### src/rtl/asr_pkg.sv
// asr_pkg: shared state type, width helpers and circular tap addressing for asr_mc.
// No ports. cw(n) gives an index width of at least 1 bit.
// wrap_dec(ptr, off, n) gives (ptr-1-off) mod n for a ring of depth n.
package asr_pkg;
  typedef enum logic {IDLE, SWEEP} state_e;
  localparam int MIN_W = 1;
  function automatic int cw(input int n);
    return n > 1 ? $clog2(n) : MIN_W;
  endfunction
  function automatic int wrap_dec(input int ptr, input int off, input int n);
    int s;
    s = ptr - 1 - off;
    if (s < 0) s = s + n;
    if (s < 0) s = s + n;
    return s;
  endfunction
endpackage

### src/rtl/asr_mc_if.sv
// asr_mc_if: input, tap-stream and random-read signals of asr_mc.
// Input side: in_valid/in_ready/in_ch/in_data. Tap side: out_valid/out_ready/out_data/out_tap/out_ch/out_last.
// Read side: rd_ch/rd_add/rd_q. flush exists only when ASR_FLUSH_EN is defined.
// master = driver of samples and consumer of taps; slave = asr_mc.
interface asr_mc_if #(parameter int WIDTH_DATA = 8, parameter int N_TAPS = 16, parameter int N_CH = 2);
  localparam int CW = asr_pkg::cw(N_CH);
  localparam int TW = asr_pkg::cw(N_TAPS);
  logic in_valid, in_ready, out_valid, out_ready, out_last;
  logic [CW-1:0] in_ch, out_ch, rd_ch;
  logic [WIDTH_DATA-1:0] in_data, out_data, rd_q;
  logic [TW-1:0] out_tap, rd_add;
`ifdef ASR_FLUSH_EN
  logic flush;
  modport master (output in_valid, in_ch, in_data, out_ready, rd_ch, rd_add, flush,
                  input in_ready, out_valid, out_data, out_tap, out_ch, out_last, rd_q);
  modport slave (input in_valid, in_ch, in_data, out_ready, rd_ch, rd_add, flush,
                 output in_ready, out_valid, out_data, out_tap, out_ch, out_last, rd_q);
`else
  modport master (output in_valid, in_ch, in_data, out_ready, rd_ch, rd_add,
                  input in_ready, out_valid, out_data, out_tap, out_ch, out_last, rd_q);
  modport slave (input in_valid, in_ch, in_data, out_ready, rd_ch, rd_add,
                 output in_ready, out_valid, out_data, out_tap, out_ch, out_last, rd_q);
`endif
endinterface

### src/rtl/asr_chan_buf.sv
// asr_chan_buf: one channel's circular history buffer with write pointer and tap-to-address mapping.
// Ports: clk, clr (async active-low), we/d write, tap->q sweep read, rd_add->rd_q debug read
// (0 when rd_add >= N_TAPS), flush (only with ASR_FLUSH_EN) clears all entries and the pointer.
module asr_chan_buf import asr_pkg::*; #(
  parameter int WIDTH_DATA = 8,
  parameter int N_TAPS = 16
) (
  input  logic                  clk,
  input  logic                  clr,
  input  logic                  we,
`ifdef ASR_FLUSH_EN
  input  logic                  flush,
`endif
  input  logic [WIDTH_DATA-1:0] d,
  input  logic [cw(N_TAPS)-1:0] tap,
  output logic [WIDTH_DATA-1:0] q,
  input  logic [cw(N_TAPS)-1:0] rd_add,
  output logic [WIDTH_DATA-1:0] rd_q
);
  localparam int TW = cw(N_TAPS);
  logic [WIDTH_DATA-1:0] mem_q [N_TAPS];
  logic [WIDTH_DATA-1:0] mem_d [N_TAPS];
  logic [TW-1:0] wp_q, wp_d;
  logic fl;
`ifdef ASR_FLUSH_EN
  assign fl = flush;
`else
  assign fl = 1'b0;
`endif
  always_comb begin
    mem_d = mem_q;
    wp_d = wp_q;
    if (fl) begin
      for (int i = 0; i < N_TAPS; i++) mem_d[i] = '0;
      wp_d = '0;
    end else if (we) begin
      mem_d[wp_q] = d;
      wp_d = int'(wp_q) == N_TAPS - 1 ? '0 : wp_q + 1'b1;
    end
  end
  always_ff @(posedge clk or negedge clr)
    if (!clr) begin
      for (int i = 0; i < N_TAPS; i++) mem_q[i] <= '0;
      wp_q <= '0;
    end else begin
      mem_q <= mem_d;
      wp_q <= wp_d;
    end
  assign q = mem_q[TW'(wrap_dec(int'(wp_q), int'(tap), N_TAPS))];
  assign rd_q = int'(rd_add) < N_TAPS ? mem_q[TW'(wrap_dec(int'(wp_q), int'(rd_add), N_TAPS))] : '0;
endmodule

### src/rtl/asr_mc.sv
// asr_mc: multi-channel addressable shift register streaming each channel's tap history after every input.
// Ports: clk, clr (async active-low), bus (asr_mc_if.slave): sample input, tap stream, random read.
// Optional ASR_FLUSH_EN adds bus.flush, clearing all history in one IDLE cycle.
module asr_mc import asr_pkg::*; #(
  parameter int WIDTH_DATA = 8,
  parameter int N_TAPS = 16,
  parameter int N_CH = 2
) (
  input logic clk,
  input logic clr,
  asr_mc_if.slave bus
);
  localparam int CW = cw(N_CH);
  localparam int TW = cw(N_TAPS);
  state_e state_q, state_d;
  logic out_valid_q, out_valid_d, out_last_q, out_last_d, pend_q, pend_d;
  logic [TW-1:0] out_tap_q, out_tap_d;
  logic [CW-1:0] out_ch_q, out_ch_d;
  logic [WIDTH_DATA-1:0] tap_q [N_CH];
  logic [WIDTH_DATA-1:0] rdq [N_CH];
  logic [N_CH-1:0] we;
  logic fl_in, fl_now, do_fl, accept, ch_ok;
`ifdef ASR_FLUSH_EN
  assign fl_in = bus.flush;
`else
  assign fl_in = 1'b0;
`endif
  // A flush seen mid-sweep is remembered and executed on the first IDLE cycle; it blocks input meanwhile.
  assign fl_now = fl_in || pend_q;
  assign do_fl = fl_now && state_q == IDLE;
  assign ch_ok = int'(bus.in_ch) < N_CH;
  assign bus.in_ready = !fl_now && (state_q == IDLE || (out_last_q && bus.out_ready));
  assign accept = bus.in_valid && bus.in_ready;
  for (genvar c = 0; c < N_CH; c++) begin : g_ch
    assign we[c] = accept && ch_ok && int'(bus.in_ch) == c;
    asr_chan_buf #(.WIDTH_DATA(WIDTH_DATA), .N_TAPS(N_TAPS)) u_buf (
      .clk(clk),
      .clr(clr),
      .we(we[c]),
`ifdef ASR_FLUSH_EN
      .flush(do_fl),
`endif
      .d(bus.in_data),
      .tap(out_tap_q),
      .q(tap_q[c]),
      .rd_add(bus.rd_add),
      .rd_q(rdq[c])
    );
  end
  always_comb begin
    state_d = state_q;
    out_valid_d = out_valid_q;
    out_last_d = out_last_q;
    out_tap_d = out_tap_q;
    out_ch_d = out_ch_q;
    pend_d = state_q == SWEEP && (pend_q || fl_in);
    if (state_q == SWEEP && bus.out_ready) begin
      state_d = out_last_q ? IDLE : SWEEP;
      out_valid_d = !out_last_q;
      out_tap_d = out_last_q ? '0 : out_tap_q + 1'b1;
      out_last_d = !out_last_q && int'(out_tap_q) == N_TAPS - 2;
    end
    if (accept && ch_ok) begin
      state_d = SWEEP;
      out_valid_d = 1'b1;
      out_ch_d = bus.in_ch;
      out_tap_d = '0;
      out_last_d = 1'b0;
    end
  end
  always_ff @(posedge clk or negedge clr)
    if (!clr) begin
      state_q <= IDLE;
      out_valid_q <= 1'b0;
      out_last_q <= 1'b0;
      out_tap_q <= '0;
      out_ch_q <= '0;
      pend_q <= 1'b0;
    end else begin
      state_q <= state_d;
      out_valid_q <= out_valid_d;
      out_last_q <= out_last_d;
      out_tap_q <= out_tap_d;
      out_ch_q <= out_ch_d;
      pend_q <= pend_d;
    end
  assign bus.out_valid = out_valid_q;
  assign bus.out_last = out_last_q;
  assign bus.out_tap = out_tap_q;
  assign bus.out_ch = out_ch_q;
  assign bus.out_data = out_valid_q ? tap_q[out_ch_q] : '0;
  assign bus.rd_q = int'(bus.rd_ch) < N_CH ? rdq[bus.rd_ch] : '0;
endmodule

### src/flat_wrapper.sv
// flat-port wrapper written by rule: the top's interface ports become plain ports
module asr_mc_flat import asr_pkg::*;
#(
  parameter int WIDTH_DATA = 8,
  parameter int N_TAPS = 16,
  parameter int N_CH = 2
)
  (clk, clr, bus_in_valid, bus_in_ch, bus_in_data, bus_out_ready, bus_rd_ch, bus_rd_add, bus_in_ready, bus_out_valid, bus_out_data, bus_out_tap, bus_out_ch, bus_out_last, bus_rd_q);
  asr_mc_if #(.WIDTH_DATA(WIDTH_DATA), .N_TAPS(N_TAPS), .N_CH(N_CH)) bus_i ();
  input logic clk;
  input logic clr;
  input wire logic [$bits(bus_i.in_valid)-1:0] bus_in_valid;
  input wire logic [$bits(bus_i.in_ch)-1:0] bus_in_ch;
  input wire logic [$bits(bus_i.in_data)-1:0] bus_in_data;
  input wire logic [$bits(bus_i.out_ready)-1:0] bus_out_ready;
  input wire logic [$bits(bus_i.rd_ch)-1:0] bus_rd_ch;
  input wire logic [$bits(bus_i.rd_add)-1:0] bus_rd_add;
  output wire logic [$bits(bus_i.in_ready)-1:0] bus_in_ready;
  output wire logic [$bits(bus_i.out_valid)-1:0] bus_out_valid;
  output wire logic [$bits(bus_i.out_data)-1:0] bus_out_data;
  output wire logic [$bits(bus_i.out_tap)-1:0] bus_out_tap;
  output wire logic [$bits(bus_i.out_ch)-1:0] bus_out_ch;
  output wire logic [$bits(bus_i.out_last)-1:0] bus_out_last;
  output wire logic [$bits(bus_i.rd_q)-1:0] bus_rd_q;
  assign bus_i.in_valid = bus_in_valid;
  assign bus_i.in_ch = bus_in_ch;
  assign bus_i.in_data = bus_in_data;
  assign bus_i.out_ready = bus_out_ready;
  assign bus_i.rd_ch = bus_rd_ch;
  assign bus_i.rd_add = bus_rd_add;
  assign bus_in_ready = bus_i.in_ready;
  assign bus_out_valid = bus_i.out_valid;
  assign bus_out_data = bus_i.out_data;
  assign bus_out_tap = bus_i.out_tap;
  assign bus_out_ch = bus_i.out_ch;
  assign bus_out_last = bus_i.out_last;
  assign bus_rd_q = bus_i.rd_q;
  asr_mc #(.WIDTH_DATA(WIDTH_DATA), .N_TAPS(N_TAPS), .N_CH(N_CH)) u_core (.clk(clk), .clr(clr), .bus(bus_i));
endmodule
### config.mk
export PLATFORM = sky130hd
export DESIGN_NAME = asr_mc_flat
export DESIGN_NICKNAME = d
export VERILOG_FILES = /design/src/rtl/asr_pkg.sv /design/src/rtl/asr_mc_if.sv /design/src/rtl/asr_chan_buf.sv /design/src/rtl/asr_mc.sv /design/src/flat_wrapper.sv
export SDC_FILE = /design/constraint.sdc
export NUM_CORES = 1
export LEC_CHECK = 0
export CORE_MARGIN = 3
export CORE_UTILIZATION = 35
export DETAILED_ROUTE_END_ITERATION = 16
export RECOVER_POWER = 50
export SKIP_LAST_GASP = 1
export SLEW_MARGIN = 30
export SYNTH_ARGS = -nofsm -noshare
export SYNTH_HDL_FRONTEND = slang
export SYNTH_HIERARCHICAL = 1
export SYNTH_SLANG_ARGS = --single-unit
### constraint.sdc
create_clock -name clk -period 6 [get_ports clk]
set_input_delay 0.6 -clock clk [delete_from_list [all_inputs] [get_ports clk]]
set_output_delay 0.6 -clock clk [all_outputs]
set_load 0.03 [all_outputs]
## Word level (Yosys, flattened, before mapping)

Cells that the tools add are included.

| operators by class | value |
|---|---|
| $add $sub $neg | 17 |
| reductions and logical operators | 14 |
| bitwise logic cells | 10 |
| $lt $le $gt $ge | 18 |
| equality and inequality tests | 3 |
| muxes and demuxes | 45 |

Operator list:

| operator | count |
|---|---|
| 128-bit bitwise mux | 2 |
| 32-bit by 1-bit < comparator with 1-bit output, second input constant | 6 |
| 8-bit two-way mux | 17 |
| 8-bit binary-select mux with 4-bit select | 4 |
| 32-bit two-way mux | 4 |
| 32-bit by 6-bit adder with 32-bit output, second input constant | 2 |
| 8-bit demux with 4-bit select | 2 |
| 4-bit two-way mux | 9 |
| 4-bit by 1-bit adder with 4-bit output, second input constant | 7 |
| 5-bit by 5-bit subtractor with 6-bit output | 4 |
| 4-bit by 5-bit greater-or-equal comparator with 1-bit output, second input constant | 4 |
| 4-bit NOT | 4 |
| 6-bit by 6-bit adder with 7-bit output, second input constant | 2 |
| 6-bit by 1-bit < comparator with 1-bit output, second input constant | 2 |
| 5-bit greater-or-equal comparator, second input constant | 2 |
| 1-bit logical AND | 10 |
| 5-bit by 1-bit < comparator with 1-bit output, second input constant | 2 |
| 4-bit NOT with 5-bit output | 2 |
| 4-bit by 1-bit subtractor with 5-bit output, second input constant | 2 |
| 4-bit by 1-bit == test with 1-bit output, second input constant | 2 |
| 1-bit two-way mux | 7 |
| 4-bit by 2-bit == test with 1-bit output, second input constant | 1 |
| 2-bit greater-or-equal comparator, second input constant | 2 |
| 1-bit NOT with 2-bit output | 2 |
| other kinds (4) | 6 |

| word-level totals | value |
|---|---|
| register bits | 273 |
| bits of input ports | 18 |
| output and inout port bits | 24 |

## Depth between registers and ports, before layout

Gate-level depths: netlist of run 1.

| depth | value |
|---|---|
| depth in word-level cells | 14 |
| gate-level depth with buffers | 13 |

## Cells and area by module

Netlist of run 1, hierarchy kept.

By module, submodules not included:

| module | area each (um2) | cells each | instances |
|---|---|---|---|
| asr_chan_buf at u_core.g_ch[1].u_buf | 7703.6 | 519 | 1 |
| asr_chan_buf at u_core.g_ch[0].u_buf | 7693.6 | 535 | 1 |
| asr_mc | 634.4 | 63 | 1 |

## Least setup slack after synthesis of run 1

OpenSTA, ideal clock, no wires.

| timing path | value |
|---|---|
| path kind | register to output |
| start point | register u_core.g_ch[0].u_buf.wp_q[0] |
| end point | output bus_rd_q[0] |
| data required time | 5.400 ns |
| cell stages (with the launch flop) | 10 |
| data arrival time | 3.113 ns |
| setup slack | 2.287 ns |
| buffers on the path | 1 |
| cell sequence | dfrtp_1 inv_1 ha_1 fa_1 buf_1 mux4_2 or2_2 o2111ai_1 a32oi_1 mux2_1 |

RTL lines:

| element | line | text |
|---|---|---|
| from (decl) | asr_chan_buf.sv:23 | `logic [TW-1:0] wp_q, wp_d;` |
| from (signal assigned) | asr_chan_buf.sv:47 | `wp_q <= wp_d;` |
| to (decl) | flat_wrapper.sv:24 | `output wire logic [$bits(bus_i.rd_q)-1:0] bus_rd_q;` |

==> results, run 1 <==
- The flow ran to the end, but the final reports show violations.
- The checks that failed: capacitance limit, slew limit.
- The maximum cell stage delay along the critical path is 0.62 ns.
- Of the total power, registers draw 0.223.
- The via count of the first global-routing pass is 10500.
- During I/O placement, the number of pins put on the boundary was 42.
- The number of maximum-capacitance violations is 1.
- The cell internal power dissipation is 5830 uW.
- From synthesis to final layout, the design area changed by 13.3%.
- Once routing completed, OpenROAD measured the worst setup slack at 0.709 ns.
- The destination of the worst register-to-register timing path is u_core/g_ch[1].u_buf/mem_q[118]$_DFFE_PN0P_.
- The start of the worst register-to-register path is u_core/state_q$_DFFE_PN0P_.
- The sequential cells in the finished layout cover a total of 6810 um2.
- The data arrival at the endpoint of the critical path is 4.69 ns.
- In this run the worst setup path begins at u_core/g_ch[0].u_buf/wp_q[0]$_DFFE_PN0P_.
- For the finished layout, the period the worst path requires is 5.29 ns.
- The highest-delay cell along the critical path is clkdlybuf4s50_1.
- The instance count on the critical path is 10.
- The routed layout has 10100 vias.
- Port buffering added 41 buffers.
- Clock latency on the worst-skew pair, taken at its later pin, is 0.51 ns.
- In this run the deepest clock path goes through 3 buffers.
- The average detailed-routed wire length per instance is 24.1 um.
- Together, buffers and inverters on the worst path number 3.
- The hold buffer count at CTS is 0.
- The filler cells instantiated in the layout total 4180.
- The final standard cell utilization of the core is 0.406.
- Of the total power, the share spent switching nets is 0.420.
- The die footprint is 48400 um2.
- Once the clock tree was built, the setup fixing pass inserted 0 buffers.
- The number of unique standard cell types used by synthesis is 65.
- The core region is 44700 um2.
- The switching power of the nets is 4220 uW.
- The HPWL after detailed placement is 28700 um.
- After detailed routing, the number of remaining DRC violations is 0.
- The clock-pin slew reported for the worst setup and hold paths after clock tree synthesis is 0.05 ns.
- The H-tree generated during clock tree synthesis spans 2 levels.
- Summed over all layers, the routed wires come to 42200 um.
- The worst setup path is launched from a flip-flop.
- STA classifies the critical path endpoint as an output pin.
- The met3 layer wire length in the routed design is 1690 um.
- Across every metal layer, demand over resource in global routing totals 0.180.
- The starting density of the core is 0.359.
- In the synthesized netlist, the number of instances is 1117.
- Routability-driven placement finished with a final weighted congestion of 0.816.
- The cell class contributing the biggest share of worst-path delay is buffers and inverters.
- The global-route wire length before repair is 66700 um.
- In this run the mean area of a mapped cell was 14.4 um2.
- The post-synthesis register bit count is 272.
- The share of final-layout standard cells stronger than drive strength 1 is 0.439.
- The critical path ends at bus_rd_q[6].
- The critical path is of the flip-flop to output pin type.
- After detailed routing, the met2 layer carries 20900 um of wire.
- The die height is 220 um.
- The number of nets in the final layout is 1185.
- The first-pass detailed-route iteration total is 5.
- The async set or reset register ratio after synthesis is 1.00.
- The clock root buffer is clkbuf_16.
- The highest net fanout along the worst path is 32.
- The analysis attributes to cell leakage a power of 0.00818 uW.
- The number of flops mapped to enable cells by yosys is 0.
- The peak clock frequency supported by timing is 0.189 GHz.
- For flop-to-flop paths, the worst setup slack is 3.07 ns.
- By area the synthesized netlist is led by dfrtp_1 42%, mux4_2 18%, mux2_2 18%.
- Of the total power, combinational logic draws 0.566.
- The number of antenna diodes in the final layout is 0.
- The initial antenna violation count is 0.
- At the worst endpoint, the required time is 5.40 ns.
- The number of nets in the synthesized netlist is 1161.
- The global-route congestion overflow total is 0.
- Setup repair after global routing left no endpoint under its margin.
- Summing all multi-input logic gate instances after layout gives 8790 um2.
- The pre-CTS setup slack is 1.13 ns.
- The number of hold violations in the final report was 0.
- By count the netlist is led by 272 x dfrtp_1, 258 x mux2_2, 130 x mux4_2, 39 x nand2_1, 38 x clkbuf_1.
- Walking the worst path, the cells encountered are inv_1, ha_1, fa_1, buf_4, mux4_2, or2_2, o2111ai_1, a32oi_1, mux2_1, clkdlybuf4s50_1.
- The startpoint of the most critical hold path is u_core/fl_now$_DFF_PN0_.
- The proportion of netlist area held by the largest area contributor is 0.425.
- The largest total area in the synthesized netlist belongs to dfrtp_1.
- Of the available clock period, the critical path in the final layout requires 0.882.
- The remaining number of nets flagged by the antenna check after routing is 0.
- The pin count of the biggest net entering global routing is 120.
- The number of max-slew violations in the final report is 84.
- The number of stages on the worst hold path is 1.
- For this run, the leading register cell type out of synthesis is dfrtp_1.
- The sequential area share after synthesis is 0.425.
- The initial DRC count is 550.
- The count of clock tree sinks is 272.
- The most common cell in the netlist is dfrtp_1.
- The power density over cell area is 553 nW/um2.
- The total of cells resized after clock tree synthesis is 0.
- Yosys printed 6 warnings.
- The netlist area before placement is 16000 um2.
- Measured along the x axis, the die boundary spans 220 um.
- The via-per-instance ratio is 5.77.
- The count of endpoints failing setup in the final report is 0.
- The worst clock skew is 0.0206 ns.
- For this block, wires on met1 add up to 18900 um.
- Routed signal wires occupy layers up through met4.
- TritonCTS created 34 clock buffers.
- Of the total power, the clock network draws 0.211.
- The number of placement rows is 77.
- The total negative slack for setup checks is 0 ns.
- The transition time of the tightest slew-check pin is 4.68 ns.
- The path class of the lowest-slack min-delay path is flip-flop to flip-flop.
- Across the VDD grid, the largest voltage drop is 0.479 mV.
- Counting cells, the worst reg-to-reg path comes to 6.
- TritonCTS built the clock tree.
- The headroom to the max-slew limit is -2.12.
## cell type report
cell class / count / share of cell area
multi-input cells: 746 / 0.484
repair buffers: 66 / 0.0329
clock buffers: 49 / 0.0550
well taps: 592 / 0.0408
inverters: 21 / 0.00434
flip-flops and latches: 272 / 0.375
clock inverters: 9 / 0.00847
## placed cells by master (no fill, tap or decap), types with 4 or more instances in the layout
| master | synthesis | final |
|---|---|---|
| o2bb2a_4 | 6 | 6 |
| mux4_2 | 130 | 130 |
| nor2_1 | 30 | 31 |
| a21oi_1 | 20 | 20 |
| nand2_1 | 39 | 39 |
| clkbuf_1 | 38 | 9 |
| inv_1 | 20 | 20 |
| nand3_1 | 16 | 16 |
| nor3_1 | 19 | 19 |
| a32oi_1 | 8 | 8 |
| bufinv_16 | 0 | 4 |
| buf_2 | 28 | 4 |
| mux2_2 | 258 | 258 |
| ha_2 | 0 | 4 |
| clkbuf_16 | 0 | 35 |
| o21ai_0 | 6 | 6 |
| buf_4 | 2 | 21 |
| nor3_2 | 5 | 4 |
| or2_1 | 7 | 7 |
| nor2b_1 | 4 | 4 |
| or2_2 | 7 | 7 |
| clkbuf_8 | 0 | 7 |
| nand4_1 | 5 | 5 |
| clkdlybuf4s50_1 | 0 | 35 |
| fa_1 | 4 | 4 |
| xnor2_2 | 3 | 4 |
| nand2b_1 | 19 | 19 |
| xnor2_1 | 5 | 4 |
| dfrtp_1 | 272 | 272 |
| ha_1 | 22 | 18 |
| mux4_1 | 6 | 6 |
| or3_1 | 4 | 4 |
| mux2_1 | 6 | 6 |
| and2_1 | 5 | 5 |
| o2111ai_1 | 16 | 16 |
| mux2i_1 | 33 | 33 |
| o221ai_1 | 16 | 16 |
## worst min-delay path by stage
| stage | end | slack (ns) |
|---|---|---|
| global route | u_core/fl_now$_DFF_PN0_ | 0.53 |
| finish | u_core/fl_now$_DFF_PN0_ | 0.50 |
| detailed placement | u_core/fl_now$_DFF_PN0_ | 0.50 |
| CTS | u_core/g_ch[0].u_buf/wp_q[0]$_DFFE_PN0P_ | 0.12 |
| global placement | u_core/fl_now$_DFF_PN0_ | 0.50 |
| floorplan | u_core/bus.out_ch$_DFFE_PN0P_ | 0.30 |
## stage by stage
stage | cell area [um2] | std cells | total power [uW] | hold WS, ns
2_1_floorplan | 16000 | 1117 | 6360 | 0.304
3_3_place_gp | 17100 | 1697 | 7910 | 0.496
3_5_place_dp | 17000 | 1697 | 7980 | 0.495
4_1_cts | 18200 | 1755 | 10100 | 0.122
5_1_grt | 18200 | 1755 | 10600 | 0.526
6_report | 18200 | 1755 | 10100 | 0.503
## cell families after synthesis
family / after synthesis / share of synthesized area
mux: 434 / 0.399
flops: 272 / 0.425
simple gates: 176 / 0.0588
buf+inv: 99 / 0.0277
compound gates: 93 / 0.0510
fa+ha+maj: 26 / 0.0222
xor+xnor: 17 / 0.0163
## registers in the layout, summed over array words and instances (netlist names)
register	count
u_core/bus.out_tap	4
u_core/g_ch.u_buf/mem_q	256
u_core/state_q	1
u_core/fl_now	1
u_core/bus.out_last	1
u_core/g_ch.u_buf/wp_q	8
u_core/bus.out_ch	1
## metal layers
metal	vias up	global-route usage
met4	0	0.0356
met3	58	0.0233
met2	240	0.302
li1	4373	-
met5	-	0
met1	5462	0.251
## power by group through the flow
stage	clock [uW]	sequential (uW)	combinational, uW
after floorplan	0	2200	4160
after global placement	0	2260	5650
after detailed placement	0	2270	5710
after CTS	2180	2240	5730
after global routing	2260	2270	6070
final	2120	2240	5690
Power figures use the tool's default switching activity.
==> inputs of run 2 (changes only) <==
--- a/config.mk
+++ b/config.mk
@@ -5,9 +5,12 @@
 export SDC_FILE = /design/constraint.sdc
 export NUM_CORES = 1
 export LEC_CHECK = 0
+export CELL_PAD_IN_SITES_DETAIL_PLACEMENT = 0
+export CELL_PAD_IN_SITES_GLOBAL_PLACEMENT = 1
 export CORE_MARGIN = 3
 export CORE_UTILIZATION = 35
 export DETAILED_ROUTE_END_ITERATION = 16
+export PLACE_DENSITY_LB_ADDON = 0.1
 export RECOVER_POWER = 50
 export SKIP_LAST_GASP = 1
 export SLEW_MARGIN = 30
==> run 2 against run 1 <==
Effect of this change:
- the flow still finishes with violations (capacitance limit, slew limit)
- power increased by 3.0%
- first-iteration DRC count rose by 24%
- largest power group unchanged
- largest cell class unchanged
- sequential power hardly changed
- routed wire length grew 6.2%
- highest routed layer unchanged
- core utilization up 0.17 points
- setup slack lost 0.15 ns
- cell count increased by 0.17%
- sequential share of layout area decreased by 0.15 points
- critical path depth is 1 lower
==> results, run 2 (synthesis gave the netlist of run 1 again) <==
- The die footprint is 48400 um2 (unchanged).
- The met3 layer wire length in the routed design is 1610 um (-5.2%).
- The number of maximum-capacitance violations is 1 (unchanged).
- Leaving out fill and tap cells, the most frequent cell in the layout is dfrtp_1.
- The worst clock skew was 0.0107 ns (-0.00986 ns).
- The peak ir drop on the vdd network came to 0.480 mV (+0.17%).
- The starting density of the core was 0.359 (unchanged).
- The setup slack after layout is 0.558 ns (-0.152 ns).
- The count of input and output buffers is 41 (unchanged).
- The startpoint of the most critical hold path is u_core/fl_now$_DFF_PN0_.
- The post-CTS repair timing setup buffer count was 0 (unchanged).
- The worst setup path is of the flip-flop to output pin kind.
- The highest net fanout along the worst path is 20 (-38%).
- The die boundary width is 220 um (unchanged).
- The number of top-level design ports came to 42 (unchanged).
- The hold buffer count at CTS was 0 (unchanged).
- The checks that failed: capacitance limit, slew limit.
- The initial DRC count was 680 (+24%).
- Clock tree synthesis selected as its root buffer the cell clkbuf_16.
- The number of vias in the routed layout is 9983 (-1.5%).
- Leaving out fill and tap cells, the most frequent cells in the layout are 272 x dfrtp_1, 258 x mux2_2, 130 x mux4_2.
- The share of final-layout standard cells stronger than drive strength 1 is 0.440 (+0.00182).
- The via-per-instance ratio is 5.68 (-1.6%).
- The remaining number of nets flagged by the antenna check after routing was 0 (unchanged).
- The time the worst path needs with I/O delays and setup was 5.44 ns (+0.152 ns).
- The kind of launch point of the worst setup path is a flip-flop.
- The via count of the first global-routing pass is 10400 (-0.72%).
- The core area was 44700 um2 (unchanged).
- The transition time of the tightest slew-check pin is 4.75 ns (+0.0733 ns).
- The average detailed-routed wire length per instance is 25.5 um (+6.0%).
- The path class of the tightest hold or removal check is flip-flop to flip-flop.
- The peak clock frequency supported by timing came to 0.184 GHz (-2.8%).
- The count of clock tree sinks is 272 (unchanged).
- The final clock period utilization by the worst path is 0.907 (+0.0253).
- The first-pass detailed-route iteration total is 7 (+2).
- The maximum clock insertion buffer count came to 3 (unchanged).
- TritonCTS built the clock tree.
- The later-pin clock latency in the skew report was 0.55 ns (+0.04 ns).
- The count of fill cells added during filler insertion is 4205 (+0.60%).
- The headroom to the max-slew limit is -2.17 (-0.0489).
- The routability congestion estimate came to 0.785 (-3.7%).
- The highest metal layer used by the detailed router is met4.
- The CTS H-tree depth is 2 (unchanged).
- The worst setup path is captured at an output pin.
- The number of stages on the worst hold path was 1 (unchanged).
- Setup repair after global routing left no endpoint under its margin.
- The power after layout is 10400 uW (+3.0%).
- The required time of the critical path is 5.40 ns (about the same).
- The leakage power of the design came to 0.00820 uW (+0.27%).
- The area of all sequential standard cells is 6810 um2 (unchanged).
- The worst-case hold slack is 0.512 ns (+0.00879 ns).
- For hold timing, the worst endpoint is u_core/fl_now$_DFF_PN0_.
- The initial antenna violation count is 2 (+2).
- The global-route congestion overflow total is 0 (unchanged).
- The area growth from synthesis to layout is 13.8%.
- The pre-CTS setup slack is 1.12 ns (-0.0146 ns).
- The length of routed wiring on met1 came to 22000 um (+17%).
- The overall global routing resource usage is 0.192 (+0.0120).
- The number of DRC violations after detailed routing was 0 (unchanged).
- The HPWL after detailed placement is 30400 um (+5.9%).
- The power density over cell area was 568 nW/um2 (+2.6%).
- The number of hold violations in the final report came to 0 (unchanged).
- The count of endpoints failing setup in the final report came to 0 (unchanged).
- The global-route wire length before repair is 68900 um (+3.3%).
- The data arrival at the endpoint of the critical path is 4.84 ns (+0.15 ns).
- The clock-pin slew reported for the worst setup and hold paths after clock tree synthesis is 0.06 ns (about the same).
- The total of cells resized after clock tree synthesis was 0 (unchanged).
- The largest register by flop count is u_core/g_ch.u_buf/mem_q.
- The pin count of the biggest net entering global routing came to 121 (+0.83%).
- The number of cells traversed by the worst register-to-register path is 6 (unchanged).
- The number of placement rows is 77 (unchanged).
- The number of nets in the final layout came to 1186 (+0.084%).
- The total wire length is 44800 um (+6.2%).
- The destination of the worst register-to-register timing path is u_core/g_ch[1].u_buf/mem_q[118]$_DFFE_PN0P_.
- The multi-input combinational cell area came to 8830 um2 (+0.43%).
- The met2 layer wire length in the routed design is 20600 um (-1.5%).
- The start of the worst register-to-register path is u_core/state_q$_DFFE_PN0P_.
- The worst setup slack for register-to-register paths is 3.07 ns (about the same).
- The number of buffers created by CTS is 35 (+2.9%).
- The number of flip-flops in the largest register was 256 (unchanged).
- The total negative slack for setup checks is 0 ns (unchanged).
- The flow ran to the end, but the final reports show violations.
- The number of max-slew violations in the final report is 97 (+15%).
- The die height is 220 um (unchanged).
-- run 2: report_power, final --
part           switching (uW)  internal (uW)  total, uW  leakage [uW]
Clock                     826           1280       2110      0.000562
Combinational            3390           2610       6000       0.00388
Sequential                229           2010       2240       0.00376
-- run 2: area by class of cell --
type,instances,share of cell area
multi-input combinational,746,0.484
clock inverter,7,0.00528
tap,592,0.0406
inverter,21,0.00432
timing repair buffer,66,0.0353
sequential,272,0.373
clock buffer,53,0.0572
antenna,1,0.000137
-- run 2: worst max path at each step --
stage	from	slack [ns]	to	cells past startpoint
5_1_grt	u_core/g_ch[1].u_buf/wp_q[0]$_DFFE_PN0P_	0.36	bus_out_data[3]	9
2_1_floorplan	u_core/g_ch[0].u_buf/wp_q[0]$_DFFE_PN0P_	2.29	bus_rd_q[0]	9
6_report	u_core/g_ch[1].u_buf/wp_q[0]$_DFFE_PN0P_	0.56	bus_out_data[3]	9
4_1_cts	u_core/g_ch[1].u_buf/wp_q[0]$_DFFE_PN0P_	0.51	bus_out_data[3]	9
3_3_place_gp	bus_rd_add[0]	1.07	bus_rd_q[6]	10
3_5_place_dp	bus_rd_add[0]	1.12	bus_rd_q[1]	10
-- run 2: critical path, stage by stage, from the launching register on --
cell	delay, ns
dfrtp_1	0.52
inv_1	0.16
ha_1	0.42
fa_2	1.05
buf_4	0.31
mux4_2	0.35
mux4_1	0.53
mux2i_1	0.20
nor2_1	0.11
clkdlybuf4s50_1	0.62
-- run 2: metrics by stage --
step / util / std cells / instance area (um2)
floorplan: - / 1117 / 16000
global placement: 0.383 / 1697 / 17100
detailed placement: 0.383 / 1697 / 17100
CTS: 0.408 / 1757 / 18300
global route: 0.408 / 1757 / 18200
finish: 0.408 / 1758 / 18200
-- run 2: metal layers --
metal	vias to the layer above	global-route usage
li1	4399	-
met4	0	0.0416
met2	162	0.298
met5	-	0
met1	5377	0.286
met3	45	0.0279
==> patch, RTL diff (flow settings as in run 1) <==
`WIDTH_DATA` is set to 8 in 4 places; all go to 10.
--- a/src/rtl/asr_mc_if.sv
+++ b/src/rtl/asr_mc_if.sv
@@ -3,5 +3,5 @@
 // Read side: rd_ch/rd_add/rd_q. flush exists only when ASR_FLUSH_EN is defined.
 // master = driver of samples and consumer of taps; slave = asr_mc.
-interface asr_mc_if #(parameter int WIDTH_DATA = 8, parameter int N_TAPS = 16, parameter int N_CH = 2);
+interface asr_mc_if #(parameter int WIDTH_DATA = 10, parameter int N_TAPS = 16, parameter int N_CH = 2);
   localparam int CW = asr_pkg::cw(N_CH);
   localparam int TW = asr_pkg::cw(N_TAPS);
--- a/src/rtl/asr_chan_buf.sv
+++ b/src/rtl/asr_chan_buf.sv
@@ -3,5 +3,5 @@
 // (0 when rd_add >= N_TAPS), flush (only with ASR_FLUSH_EN) clears all entries and the pointer.
 module asr_chan_buf import asr_pkg::*; #(
-  parameter int WIDTH_DATA = 8,
+  parameter int WIDTH_DATA = 10,
   parameter int N_TAPS = 16
 ) (
--- a/src/rtl/asr_mc.sv
+++ b/src/rtl/asr_mc.sv
@@ -3,5 +3,5 @@
 // Optional ASR_FLUSH_EN adds bus.flush, clearing all history in one IDLE cycle.
 module asr_mc import asr_pkg::*; #(
-  parameter int WIDTH_DATA = 8,
+  parameter int WIDTH_DATA = 10,
   parameter int N_TAPS = 16,
   parameter int N_CH = 2
--- a/src/flat_wrapper.sv
+++ b/src/flat_wrapper.sv
@@ -2,5 +2,5 @@
 module asr_mc_flat import asr_pkg::*;
 #(
-  parameter int WIDTH_DATA = 8,
+  parameter int WIDTH_DATA = 10,
   parameter int N_TAPS = 16,
   parameter int N_CH = 2
Ports: changed (resized bus_in_data, bus_out_data and bus_rd_q); port bits go from 42 to 48. The function was not compared with the original's and may differ.
==> patch against run 1 <==
Largest cell class unchanged. The run still ends with max-capacitance violations, max-slew violations left. Setup slack worse by 0.23 ns. Routed wire length is 25% higher. Sequential cell count up 64. Utilization about the same. Critical endpoint is now bus_out_data[2]. Hold slack better by 0.0075 ns. Total power rose by 24%. Cell area is 22% higher. Count of clock-buffer cells in the layout up 6. Clock skew shrank 0.0028 ns. Synthesized area up 22%.
==> patch: results <==
export IMPL_reg2reg_slack_ns=2.53
export IMPL_layout_clock_buffers=55
export IMPL_r2r_end="u_core/g_ch[1].u_buf/mem_q[128]"
export IMPL_dp_hpwl_mm=34.82
export IMPL_worstSkewPairLatency_ns=0.55
export IMPL_via_count_of_the_first_global_routing_pass=13060
export IMPL_routed_wire_length_per_instance_um=24.73
export IMPL_routabilityCongestion=0.7949
export IMPL_place_area_um2=20840
export IMPL_post_synth_xor_area_fraction_pct=1.360
export IMPL_synth_sequential_area_ratio_pct=43.12
export IMPL_run_status="complete, but fails checks"
export IMPL_port_buffers=47
export IMPL_n_multi_input_combinational_cell=892
export IMPL_track_usage_pct=17.94
export IMPL_report_final_slew_viol_count=74
export IMPL_fillers=5072
export IMPL_critical_path_fanout_max=21
export IMPL_power_frac_comb_pct=58.4
export IMPL_powerClk_w=0.00244
export IMPL_finalHoldWorstSlack_ns=0.5104
export IMPL_net_count_after_synthesis=1399
export IMPL_clk_share_pct=5.865
export IMPL_avgSynthCellArea_um2=14.41
export IMPL_post_route_util_pct=40.63
export IMPL_flip_flop_count_of_the_largest_register_after_layout=320
export IMPL_place_detailed_instances=2073
export IMPL_num_vias=12480
export IMPL_timing_critical_path_to="bus_out_data[2]"
export IMPL_max_cap_viol_count=1
export IMPL_synth_mux_area_share_pct=41.07
export IMPL_r2r_cells=7
export IMPL_synth_common_cells="dfrtp_1, mux2_2, mux4_2"
export IMPL_yosys_area_share_adder_pct=1.822
export IMPL_buffers_excl_clock=85
export IMPL_failing_checks="max-capacitance violations, max-slew violations"
export IMPL_final_layout_size_suffix_gt1_share_pct=45.79
export IMPL_netlist_top_cells_area="dfrtp_1, mux2_2, mux4_2"
export IMPL_buf_share_pct=3.597
export IMPL_power_static_leakage_nw=10.00
export IMPL_cts_made_buffers=38
export IMPL_multi_input_area_share_pct=47.99
patch: changes by cell type in the layout (fill, tap and decap cells not counted), moves of 7 or more:
cell	before	now
buf_4	21	28
mux2_2	258	326
dfrtp_1	272	336
or2_2	7	18
o2bb2a_1	0	10
mux4_2	130	160
mux2i_1	33	41
patch: critical path, stage by stage (launching register included):
cell	delay, ns
dfrtp_1	0.53
inv_1	0.17
ha_1	0.40
fa_2	1.05
mux4_2	0.41
mux4_1	0.60
mux2i_1	0.46
nor2_1	0.11
clkdlybuf4s50_1	0.62
patch: metal layers:
layer / track usage, % / part of all wire, % / vias to the layer above / routed length (um)
met5: 0 / 0 / - / 0
met4: 5.092 / 2.5 / 0 / 1317
met3: 3.409 / 6.0 / 91 / 3164
met2: 27.09 / 44 / 377 / 23520
met1: 26.37 / 47 / 6710 / 24940
li1: - / - / 5299 / -
